===== src/rtl/lsu_pkg.sv =====
// Shared definitions for the EXU load/store unit: funct3 codes, FSM state
// encoding and the access-size decode used by the alignment logic.
package lsu_pkg;

    localparam logic [2:0] F3_LB  = 3'b000;
    localparam logic [2:0] F3_LH  = 3'b001;
    localparam logic [2:0] F3_LW  = 3'b010;
    localparam logic [2:0] F3_LBU = 3'b100;
    localparam logic [2:0] F3_LHU = 3'b101;
    localparam logic [2:0] F3_SB  = 3'b000;
    localparam logic [2:0] F3_SH  = 3'b001;
    localparam logic [2:0] F3_SW  = 3'b010;

    localparam logic [1:0] ST_IDLE = 2'd0;
    localparam logic [1:0] ST_REQ  = 2'd1;
    localparam logic [1:0] ST_RSP  = 2'd2;
    localparam logic [1:0] ST_DONE = 2'd3;

    typedef enum logic [1:0] {
        SZ_BYTE = 2'd0,
        SZ_HALF = 2'd1,
        SZ_WORD = 2'd2
    } size_e;

    // Unsigned-load codes have no store counterpart, so stores fall back to word.
    function automatic size_e size_of(input logic [2:0] f3, input logic is_store);
        size_e sz;
        case (f3)
            F3_LB:   sz = SZ_BYTE;
            F3_LH:   sz = SZ_HALF;
            F3_LBU:  sz = is_store ? SZ_WORD : SZ_BYTE;
            F3_LHU:  sz = is_store ? SZ_WORD : SZ_HALF;
            default: sz = SZ_WORD;
        endcase
        return sz;
    endfunction

endpackage


===== src/rtl/lsu_align.sv =====
// Byte-lane steering for the LSU: store strobes and lane replication,
// misalignment detection and load data extraction with sign/zero extension.
module lsu_align
    import lsu_pkg::*;
(
    input  logic [1:0]  addr_lo,
    input  logic [2:0]  funct3,
    input  logic        is_store,
    input  logic [31:0] wdata,
    input  logic [31:0] rdata,
    output logic [3:0]  wstrb,
    output logic [31:0] wdata_rep,
    output logic        misalign,
    output logic [31:0] rdata_ext
);

    size_e       size_s;
    logic [31:0] shifted_s;

    // Decode size, then steer lanes for both directions.
    always_comb begin
        size_s    = size_of(funct3, is_store);
        shifted_s = rdata >> {addr_lo, 3'b000};
        wstrb     = 4'b0000;
        wdata_rep = wdata;
        misalign  = 1'b0;
        rdata_ext = shifted_s;
        case (size_s)
            SZ_BYTE: begin
                wstrb     = is_store ? (4'b0001 << addr_lo) : 4'b0000;
                wdata_rep = {4{wdata[7:0]}};
                misalign  = 1'b0;
                rdata_ext = funct3[2] ? {24'h000000, shifted_s[7:0]}
                                      : {{24{shifted_s[7]}}, shifted_s[7:0]};
            end
            SZ_HALF: begin
                wstrb     = is_store ? (4'b0011 << addr_lo) : 4'b0000;
                wdata_rep = {2{wdata[15:0]}};
                misalign  = addr_lo[0];
                rdata_ext = funct3[2] ? {16'h0000, shifted_s[15:0]}
                                      : {{16{shifted_s[15]}}, shifted_s[15:0]};
            end
            SZ_WORD: begin
                wstrb     = is_store ? 4'b1111 : 4'b0000;
                wdata_rep = wdata;
                misalign  = (addr_lo != 2'b00);
                rdata_ext = shifted_s;
            end
            default: begin
                wstrb     = 4'b0000;
                wdata_rep = wdata;
                misalign  = 1'b0;
                rdata_ext = shifted_s;
            end
        endcase
    end

endmodule


===== src/rtl/exu_lsu.sv =====
// Blocking single-outstanding load/store unit between the EXU AGU stage and
// the data bus; all outputs are registered.
module exu_lsu
    import lsu_pkg::*;
#(
    parameter int AW = 32,
    parameter int DW = 32
) (
    input  logic          i_clk,
    input  logic          i_rst,
    input  logic          i_req_valid,
    output logic          o_req_ready,
    input  logic          i_mem_ren,
    input  logic          i_mem_wen,
    input  logic [AW-1:0] i_mem_addr,
    input  logic [DW-1:0] i_mem_wdata,
    input  logic [2:0]    i_funct3,
    input  logic [4:0]    i_rd_idx,
    output logic          o_bus_valid,
    input  logic          i_bus_ready,
    output logic [AW-1:0] o_bus_addr,
    output logic          o_bus_wen,
    output logic [3:0]    o_bus_wstrb,
    output logic [DW-1:0] o_bus_wdata,
    input  logic          i_bus_rvalid,
    input  logic [DW-1:0] i_bus_rdata,
    output logic          o_wb_valid,
    output logic [4:0]    o_wb_rd,
    output logic [DW-1:0] o_wb_data,
    output logic          o_misalign,
    output logic [AW-1:0] o_misalign_addr,
    output logic          o_misalign_st
);

    logic [1:0]    state_r;
    logic [1:0]    addr_lo_r;
    logic [2:0]    funct3_r;
    logic [4:0]    rd_r;
    logic          store_r;
    logic          req_ready_r;
    logic          bus_valid_r;
    logic [AW-1:0] bus_addr_r;
    logic          bus_wen_r;
    logic [3:0]    bus_wstrb_r;
    logic [DW-1:0] bus_wdata_r;
    logic          wb_valid_r;
    logic [DW-1:0] wb_data_r;
    logic          misalign_r;
    logic [AW-1:0] misalign_addr_r;
    logic          misalign_st_r;

    logic [1:0]    al_addr_lo_s;
    logic [2:0]    al_funct3_s;
    logic          al_store_s;
    logic [3:0]    wstrb_s;
    logic [DW-1:0] wdata_rep_s;
    logic          misalign_s;
    logic [DW-1:0] rdata_ext_s;
    logic          accept_s;

    // The aligner sees the incoming request while idle, the latched one otherwise.
    always_comb begin
        accept_s = i_req_valid && (i_mem_ren || i_mem_wen);
        if (state_r == ST_IDLE) begin
            al_addr_lo_s = i_mem_addr[1:0];
            al_funct3_s  = i_funct3;
            al_store_s   = i_mem_wen;
        end else begin
            al_addr_lo_s = addr_lo_r;
            al_funct3_s  = funct3_r;
            al_store_s   = store_r;
        end
    end

    lsu_align u_align (
        .addr_lo   (al_addr_lo_s),
        .funct3    (al_funct3_s),
        .is_store  (al_store_s),
        .wdata     (i_mem_wdata),
        .rdata     (i_bus_rdata),
        .wstrb     (wstrb_s),
        .wdata_rep (wdata_rep_s),
        .misalign  (misalign_s),
        .rdata_ext (rdata_ext_s)
    );

    // Transaction FSM with registered bus, writeback and fault outputs.
    always_ff @(posedge i_clk or posedge i_rst) begin
        if (i_rst) begin
            state_r         <= ST_IDLE;
            addr_lo_r       <= 2'b00;
            funct3_r        <= 3'b000;
            rd_r            <= 5'd0;
            store_r         <= 1'b0;
            req_ready_r     <= 1'b1;
            bus_valid_r     <= 1'b0;
            bus_addr_r      <= '0;
            bus_wen_r       <= 1'b0;
            bus_wstrb_r     <= 4'b0000;
            bus_wdata_r     <= '0;
            wb_valid_r      <= 1'b0;
            wb_data_r       <= '0;
            misalign_r      <= 1'b0;
            misalign_addr_r <= '0;
            misalign_st_r   <= 1'b0;
        end else begin
            wb_valid_r <= 1'b0;
            misalign_r <= 1'b0;
            case (state_r)
                ST_IDLE: begin
                    if (accept_s) begin
                        addr_lo_r   <= i_mem_addr[1:0];
                        funct3_r    <= i_funct3;
                        rd_r        <= i_rd_idx;
                        store_r     <= i_mem_wen;
                        req_ready_r <= 1'b0;
                        if (misalign_s) begin
                            state_r         <= ST_DONE;
                            misalign_r      <= 1'b1;
                            misalign_addr_r <= i_mem_addr;
                            misalign_st_r   <= i_mem_wen;
                        end else begin
                            state_r     <= ST_REQ;
                            bus_valid_r <= 1'b1;
                            bus_addr_r  <= {i_mem_addr[AW-1:2], 2'b00};
                            bus_wen_r   <= i_mem_wen;
                            bus_wstrb_r <= wstrb_s;
                            bus_wdata_r <= wdata_rep_s;
                        end
                    end
                end
                ST_REQ: begin
                    if (i_bus_ready) begin
                        bus_valid_r <= 1'b0;
                        state_r     <= ST_RSP;
                    end
                end
                ST_RSP: begin
                    if (i_bus_rvalid) begin
                        state_r <= ST_DONE;
                        if (!store_r) begin
                            wb_valid_r <= 1'b1;
                            wb_data_r  <= rdata_ext_s;
                        end
                    end
                end
                ST_DONE: begin
                    state_r     <= ST_IDLE;
                    req_ready_r <= 1'b1;
                end
                default: begin
                    state_r     <= ST_IDLE;
                    req_ready_r <= 1'b1;
                    bus_valid_r <= 1'b0;
                end
            endcase
        end
    end

    assign o_req_ready     = req_ready_r;
    assign o_bus_valid     = bus_valid_r;
    assign o_bus_addr      = bus_addr_r;
    assign o_bus_wen       = bus_wen_r;
    assign o_bus_wstrb     = bus_wstrb_r;
    assign o_bus_wdata     = bus_wdata_r;
    assign o_wb_valid      = wb_valid_r;
    assign o_wb_rd         = rd_r;
    assign o_wb_data       = wb_data_r;
    assign o_misalign      = misalign_r;
    assign o_misalign_addr = misalign_addr_r;
    assign o_misalign_st   = misalign_st_r;

endmodule


===== config.mk =====
export PLATFORM = sky130hd
export DESIGN_NAME = exu_lsu
export DESIGN_NICKNAME = d
export VERILOG_FILES = /design/src/rtl/lsu_pkg.sv /design/src/rtl/lsu_align.sv /design/src/rtl/exu_lsu.sv
export SDC_FILE = /design/constraint.sdc
export NUM_CORES = 1
export LEC_CHECK = 0
export ABC_AREA = 0
export BUFFER_PORTS_ARGS = -buffer_cell sky130_fd_sc_hd__buf_2
export CORE_MARGIN = 2
export CORE_UTILIZATION = 53
export CTS_CLUSTER_SIZE = 24
export DETAILED_ROUTE_END_ITERATION = 7
export HOLD_SLACK_MARGIN = 0.08
export PLACE_DENSITY = 0.83
export SLEW_MARGIN = 10
export SYNTH_ARGS = -nofsm -noshare
export SYNTH_HDL_FRONTEND = slang
export SYNTH_SLANG_ARGS = --single-unit

===== constraint.sdc =====
create_clock -name i_clk -period 15.5 [get_ports i_clk]
set_clock_uncertainty 0.05 [all_clocks]
set_input_delay 4.65 -clock i_clk [delete_from_list [all_inputs] [get_ports i_clk]]
set_output_delay 4.65 -clock i_clk [all_outputs]
set_load 0.01 [all_outputs]

# After elaboration in Yosys (flattened, before gate mapping)
# Index checks and enable logic that the tools add are counted.
# totals
register_bits,149
output_inout_bits,143
wordCells,80
# classes
n_eq_ne,12
shifts,3
n_mux,32
bitwise_logic,2
reduce_logical,15
# ops
cell,n
$pmux 32 s2,2
$mux 32,2
$shr 32x5->32,1
$pmux 2 s4,2
$mux 2,7
$mux 4,3
$pmux 4 s3,1
$reduce_and 3->1,4
$mux 1,11
$ne 2x2->1 const B,4
$eq 2x2->1 const B,3
$eq 3x3->1 const B,2
$pmux 1 s2,3
$reduce_bool 2->1,3
$eq 2x1->1 const B,2
$logic_not 2->1,2
$reduce_and 2->1,2
$reduce_and 4->1,1
$shl 1x2->4 const A,1
$shl 2x2->4 const A,1
$eq 3x1->1 const B,1
$logic_not 3->1,1
$mux 3,1
$not 1->1,2
other kinds (2),2

# Depth between registers and ports, before layout
# Gate-level depths: netlist of run 1.
# logic_depth
ltp_word,9
mapped_depth,16
depth_no_buf,12

# Modules after synthesis
# A second synthesis of run 1 with hierarchy kept.
# unflattened
hier_cells,590
hier_area_um2,7213.2
# modules_own_cells
mod,instances,cells_each,area_each_um2,seq_area_each_um2
exu_lsu,1,419,5914.4,3729.8
lsu_align,1,171,1298.7,0.0

# Worst setup path after synthesis of run 1
# No wires, ideal clock.
# synth_timing
path_kind,input to register
from,in i_mem_wen
to,"reg misalign_addr_r[19], in the netlist o_misalign_addr[19]"
setup_time_ns,0.125
arrival_ns,6.612
t_required_ns,15.325
setup_slack_ns,8.714
cell_stages,10
n_path_buf,2
cell_sequence,a21oi_1 a21oi_1 or2_2 inv_1 ha_1 clkbuf_1 a21oi_4 nor3_4 buf_2 mux2_2
# synth_via
elab_chain_cells,6
# synth_rtl
element,line,text
"start, declared",exu_lsu.sv:14,"input logic i_mem_wen,"
$mux 1,exu_lsu.sv:64,if (state_r == ST_IDLE) begin
$mux 2 (on tied branches),"lsu_pkg.sv:32, lsu_pkg.sv:31",
$pmux 2 s4,lsu_pkg.sv:28,case (f3)
$eq 2x2->1 / $eq 2x1->1 (equally long branches),lsu_align.sv:28,case (size_s)
$pmux 1 s2,lsu_align.sv:28,
$reduce_and 3->1 (no source line) *,--,
"end signal, assigned",exu_lsu.sv:120,misalign_addr_r <= i_mem_addr;
"end, declared",exu_lsu.sv:49,logic [AW-1:0] misalign_addr_r;
# Mark *: on every way between the ends. The rest lies on a longest branch, timed or not.
# A chain may end at the register's enable or synchronous reset.

# Worst setup path in the final report of run 1
# layout_timing
from,in i_mem_wen
to,"reg wb_data_r[31], in the netlist o_wb_data[31]"
# layout_via
elab_chain_cells,5
# layout_rtl
element,line,text
$mux 1 *,exu_lsu.sv:64,
$mux 2 (on tied branches),"lsu_pkg.sv:32, lsu_pkg.sv:31",
$pmux 2 s4 *,lsu_pkg.sv:28,
$eq 2x1->1 / $logic_not 2->1 (equally long branches),lsu_align.sv:28,
$pmux 32 s2 *,lsu_align.sv:28,
"end signal, assigned",exu_lsu.sv:143,wb_data_r <= rdata_ext_s;
"end, declared",exu_lsu.sv:47,logic [DW-1:0] wb_data_r;
# Marks and branches as above.

==> results of run 1 <==
-- synth_stat cells, types with 2 or more instances --
| master | number |
|---|---|
| o22a_1 | 8 |
| a22oi_1 | 8 |
| and3_1 | 7 |
| a221oi_1 | 3 |
| buf_2 | 8 |
| buf_1 | 3 |
| or2_2 | 3 |
| clkbuf_1 | 16 |
| nand3_1 | 2 |
| mux2i_4 | 2 |
| mux2i_1 | 21 |
| nor2b_1 | 2 |
| inv_2 | 2 |
| a211oi_1 | 10 |
| a21o_1 | 8 |
| buf_6 | 3 |
| dfrtp_1 | 148 |
| o31ai_1 | 4 |
| a22o_1 | 9 |
| buf_4 | 4 |
| mux2_4 | 14 |
| ha_1 | 12 |
| a21oi_1 | 38 |
| o21a_1 | 2 |
| nor2_1 | 21 |
| o21ai_0 | 28 |
| mux2_2 | 67 |
| nand2_1 | 80 |
| mux2_1 | 2 |
| o2bb2ai_1 | 8 |
| inv_1 | 8 |
-- layout make-up --
cell class / instances / area, um2 / share of cell area
flip-flops and latches: 149 / 3730 / 0.428
clock inverters: 12 / 176 / 0.0202
diodes: 1 / 2.50 / 0.000287
repair buffers: 254 / 1280 / 0.147
clock buffers: 20 / 457 / 0.0524
well taps: 172 / 215 / 0.0247
inverters: 11 / 48.8 / 0.00560
multi-input cells: 374 / 2810 / 0.323
-- layer usage --
layer / part of all wire / up-vias / track usage
met5: 0 / - / 0
met4: 0.022 / 0 / 0.117
met3: 0.063 / 32 / 0.0613
met2: 0.51 / 238 / 0.421
met1: 0.41 / 2661 / 0.337
li1: - / 2489 / -
-- final timing paths --
path | startpoint | endpoint | slack, ns | cells past startpoint
worst max-delay path | i_mem_wen | o_wb_data[31] | 7.89 | 10
worst min-delay path | o_wb_data[2] | o_wb_data[2] | 0.42 | 1
worst max register to register | state_r[1] | o_wb_data[31] | 11.09 | 10
worst min register to register | o_wb_data[2] | o_wb_data[2] | 0.42 | 1
max in group asynchronous | i_rst | o_misalign_addr[18] | 9.68 | 3
min in group asynchronous | i_rst | o_bus_addr[26] | 4.28 | 2
-- worst max-delay path, delay by kind of cell --
kind / cells / cell delay, ns
buffers and inverters: 1 / 0.14
AO/OA/AOI/OAI: 3 / 0.50
AND/OR/NAND/NOR: 5 / 2.13
adder cells (fa/ha/maj): 1 / 0.48
-- report_power, final --
part | leakage (uW) | switching (uW) | internal, uW
Combinational | 0.00237 | 529 | 415
Sequential | 0.00182 | 103 | 577
Clock | 0.000306 | 160 | 278
Total | 0.00449 | 792 | 1270
-- sequential cells by signal, indices dropped and copies added, names as in the netlist --
signal and flops:
o_bus_wdata 32, o_bus_addr 30, o_misalign 1, funct3_r 3, o_bus_wstrb 4, state_r 2
o_bus_valid 1, o_wb_valid 1, o_bus_wen 1, addr_lo_r 2, store_r 1, o_req_ready 1
o_wb_rd 5, o_misalign_st 1, o_misalign_addr 32, o_wb_data 32
-- logic make-up after synthesis --
family	share of synthesized area
AO/OA/AOI/OAI	0.132
adder cells (fa/ha/maj)	0.0222
buffers and inverters	0.0324
flip-flops	0.553
multiplexers	0.184
other	0.000556
AND/OR/NAND/NOR	0.0762
-- per-stage QoR --
stage / cell area [um2] / total power, uW / setup WS [ns] / hold slack [ns]
floorplan: 6750 / 1300 / 6.79 / 0.429
global placement: 8090 / 1570 / 7.65 / 0.404
detailed placement: 8090 / 1620 / 7.42 / 0.411
CTS: 8720 / 2070 / 7.87 / 0.424
global route: 8720 / 2190 / 7.55 / 0.441
finish: 8720 / 2060 / 7.89 / 0.418
==> metrics.md, run 1 <==
| Metric | Value |
|---|---|
| Cells resized by post-CTS repair | `0` |
| Fin crit share | `0.491` |
| Final Slew Violations | `0` |
| Post-synth EDFFs | `0` |
| Starting Density | `0.539` |
| VDD IR max | `0.130 mV` |
| Placed cells | `960` |
| Num rows | `41` |
| Final TNS setup | `0 ns` |
| CTS Buf Count | `17` |
| RSZ-0062 raised after global routing | `false` |
| Most used cell, CP | `a21oi_1` |
| Syn Std Cell Area | `6750 um2` |
| Element type at the critical path start | `primary input` |
| Most common cell after layout, fill and taps aside | `buf_2` |
| Gp weighted congestion | `0.873` |
| PortBufs | `251` |
| 1st-iter DRT viols | `374` |
| CP peak stage delay | `0.82 ns` |
| Post-synth top area cell | `dfrtp_1` |
| Final setup violating endpoints | `0` |
| Crit end category | `register` |
| Synth warn | `0` |
| Global-route wire length before repair | `27.3 mm` |
| Clock Pin Slew Worst Setup and Hold Paths | `0.06 ns` |
| Max Freq | `131 MHz` |
| Die W | `117 um` |
| Final WL | `17.9 mm` |
| Synth Register Bits | `149` |
| Pre-antenna DRT Iters | `5` |
| Rel. slew slack | `0.306` |
| Pwr Density | `236 nW/um2` |
| Async S/R FF share, synth | `1.00` |
| Vias in the first global route | `5,472` |
| Io pins | `254` |
| CTS tree | `yes` |
| Vias per cell | `5.46` |
| Minimum clock period | `7.61 ns` |
| Slew @ Worst Pin | `1.04 ns` |
| Total congestion overflow | `0` |
| Routed Antenna Nets | `0` |
| Die area | `13,700 um2` |
| Share of cells above drive strength 1 | `0.465` |
| Synth top area share | `0.549` |
| Largest fanout on the critical path | `22` |
| Final Util | `0.697` |
| Fillcell total | `917` |
| Number of setup buffers added after CTS | `0` |
| Crit-path slowest cell | `nor2_2` |
| Post-Syn Instances | `567` |
| Mean area per synthesized cell | `11.9 um2` |
| Clock buffer depth | `2` |
| HPWL after DPL | `13.0 mm` |
| CP arrival | `7.91 ns` |
| Class of the worst hold path | `reg -> reg` |
| Initial antenna violation count | `0` |
| Hold buffer count at cts | `0` |
| Worst Path Required | `15.80 ns` |
| # clock sinks | `149` |
| Largest net degree at the start of global routing | `96` |
| Fin nets | `930` |
| Outcome | `finished, final reports clean` |
| DRC viols | `0` |
| Max cap viols | `0` |
| Count of different cell masters after synthesis | `47` |
| Avg WL per Cell | `18.1 um` |
| Leakage power | `0.00449 uW` |
| Commonest cells after routing, fill and taps aside | `buf_2 (251), dfrtp_1 (148), nand2_1 (80)` |
| Insertion delay to the later sink of the worst-skew pair | `0.42 ns` |
| Critical path cell sequence | `buf_2 > a21oi_1 > a21oi_1 > or2_2 > ha_1 > nor2_2 > nand2_1 > nor2_1 > nand2_1 > a21oi_1` |
| Layout overhead on the synthesized area | `29.2%` |
| Kind of critical path | `in -> reg` |
| Area contributors post-synth | `dfrtp_1 (55%), mux2_2 (11%), nand2_1 (4.4%)` |
| Die span in y | `117 um` |
| Register area share after synthesis | `0.553` |
| Overall routing resource usage | `0.260` |
| CTS root buf | `clkbuf_16` |
| Fin cells | `993` |
| Prevailing post-synth register cell | `dfrtp_1` |
| Via Count | `5,420` |
| Final hold viol count | `0` |
| Core area | `12,500 um2` |
| CTS HTree Levels | `4` |
No activity file was read; power rests on OpenSTA's default activity.
==> run 2, diff against run 1 <==
Settings changed: CORE_UTILIZATION 53 to 45, PLACE_DENSITY 0.83 to 0.75.
Clock period 15.5 ns to 6.8 ns, I/O delays scaled along.
==> metrics.md, run 2 (same netlist as run 1, synthesis figures left out) <==
| Metric | Value |
|---|---|
| Num rows | `44` |
| Crit end category | `register` |
| Slew @ Worst Pin | `0.904 ns` |
| Largest fanout on the critical path | `34` |
| HPWL after DPL | `12.8 mm` |
| CP arrival | `4.78 ns` |
| Share of cells above drive strength 1 | `0.467` |
| Max Freq | `221 MHz` |
| Io pins | `254` |
| Final WL | `18.1 mm` |
| 1st-iter DRT viols | `307` |
| R2r startpoint | `state_r[1]` |
| CTS Buf Count | `17` |
| Multi-input logic area | `2810 um2` |
| Worst Path Required | `7.06 ns` |
| Initial antenna violation count | `0` |
| WP buf/inv | `3` |
| Final Slew Violations | `0` |
| Die span in y | `126 um` |
| Setup slack, reg-to-reg | `2.88 ns` |
| Overall routing resource usage | `0.229` |
| CTS HTree Levels | `4` |
| Ant. Diodes | `0` |
| Element type at the critical path start | `primary input` |
| Hold Crit Start | `o_wb_data[4]` |
| Core area | `14,600 um2` |
| Fin crit share | `0.664` |
| DRC viols | `0` |
| Final Util | `0.597` |
| CTS root buf | `clkbuf_16` |
| Worst flop-to-flop path endpoint | `o_misalign_addr[16]` |
| Routed Antenna Nets | `0` |
| Die W | `126 um` |
| Final hold viol count | `0` |
| Critical path cell sequence | `buf_2 > a21oi_1 > a21oi_1 > or2_2 > inv_1 > ha_1 > a21oi_4 > nor3_4 > buf_4 > mux2_2` |
| Global-route wire length before repair | `28.7 mm` |
| Worst Reg2Reg Path Length in Cells | `10` |
| Commonest cells after routing, fill and taps aside | `buf_2 (251), dfrtp_1 (148), nand2_1 (80)` |
| Worst min-delay path endpoint | `o_wb_data[4]` |
| Fillcell total | `1,250` |
| Outcome | `finished, final reports clean` |
| Number of setup buffers added after CTS | `0` |
| Most common cell after layout, fill and taps aside | `buf_2` |
| Sequential cell area | `3730 um2` |
| Hold depth | `1` |
| VDD IR max | `0.271 mV` |
| Insertion delay to the later sink of the worst-skew pair | `0.42 ns` |
| Final setup violating endpoints | `0` |
| Total congestion overflow | `0` |
| Kind of critical path | `in -> reg` |
| Avg WL per Cell | `18.0 um` |
| Clock buffer depth | `2` |
| Vias per cell | `5.30` |
| Class of the worst hold path | `reg -> reg` |
| Rel. slew slack | `0.398` |
| Most used cell, CP | `a21oi_1` |
| RSZ-0062 raised after global routing | `false` |
| Hold buffer count at cts | `0` |
| CTS tree | `yes` |
| Final TNS setup | `0 ns` |
| Via Count | `5,328` |
| Layout overhead on the synthesized area | `29.0%` |
| Pwr Density | `532 nW/um2` |
| Leakage power | `0.00448 uW` |
| Crit-path slowest cell | `ha_1` |
| Critical path's top delay family | `buffers and inverters` |
| Gp weighted congestion | `0.875` |
| Die area | `16,000 um2` |
| Max cap viols | `0` |
| Minimum clock period | `4.52 ns` |
| Fin nets | `932` |
| Clock Pin Slew Worst Setup and Hold Paths | `0.07 ns` |
| Vias in the first global route | `5,414` |
| # clock sinks | `149` |
| CP peak stage delay | `0.63 ns` |
| Largest net degree at the start of global routing | `102` |
| Cells resized by post-CTS repair | `0` |
| Starting Density | `0.463` |
| PortBufs | `251` |
| Pre-antenna DRT Iters | `4` |
[run 2: how the worst max path moves through the flow]
stage	startpoint	end	slack (ns)	cells past startpoint
finish	i_mem_wen	o_misalign_addr[16]	2.28	10
floorplan	i_rst	addr_lo_r[0]	0.70	1
global route	i_mem_wen	o_bus_wdata[7]	2.08	10
detailed placement	i_mem_wen	o_misalign_addr[5]	1.85	10
global placement	i_mem_wen	o_bus_wdata[6]	1.98	10
CTS	i_mem_wen	o_misalign_addr[16]	2.30	10
[run 2: report_power, final]
part	internal (uW)	leakage, uW	switching, uW
Combinational	956	0.00238	1220
Clock	490	0.000280	427
Sequential	1310	0.00182	228
[run 2: per-stage QoR]
stage                     cells  hold slack, ns  area (um2)  setup WS [ns]  total power [uW]
final                      1006           0.423        8710           2.28              4630
after global routing       1006           0.442        8710           2.08              4950
after CTS                  1006           0.430        8710           2.30              4660
after detailed placement    974           0.415        8130           1.85              3720
after global placement      974           0.406        8130           1.98              3660
after floorplan             568           0.429        6750          0.704              2960
[run 2: area by class of cell]
| type | count | share of cell area |
|---|---|---|
| clock buffer | 17 | 0.0488 |
| tap | 184 | 0.0264 |
| sequential | 149 | 0.428 |
| timing repair buffer | 256 | 0.150 |
| inverter | 11 | 0.00560 |
| clock inverter | 15 | 0.0180 |
| multi-input combinational | 374 | 0.323 |
[run 2: layer usage]
layer | vias to the layer above | wire length, um | GRT usage
met2 | 197 | 8710 | 0.362
met4 | 0 | 611 | 0.107
met1 | 2586 | 7740 | 0.298
met3 | 45 | 1050 | 0.0574
met5 | - | 0 | 0
li1 | 2500 | - | -
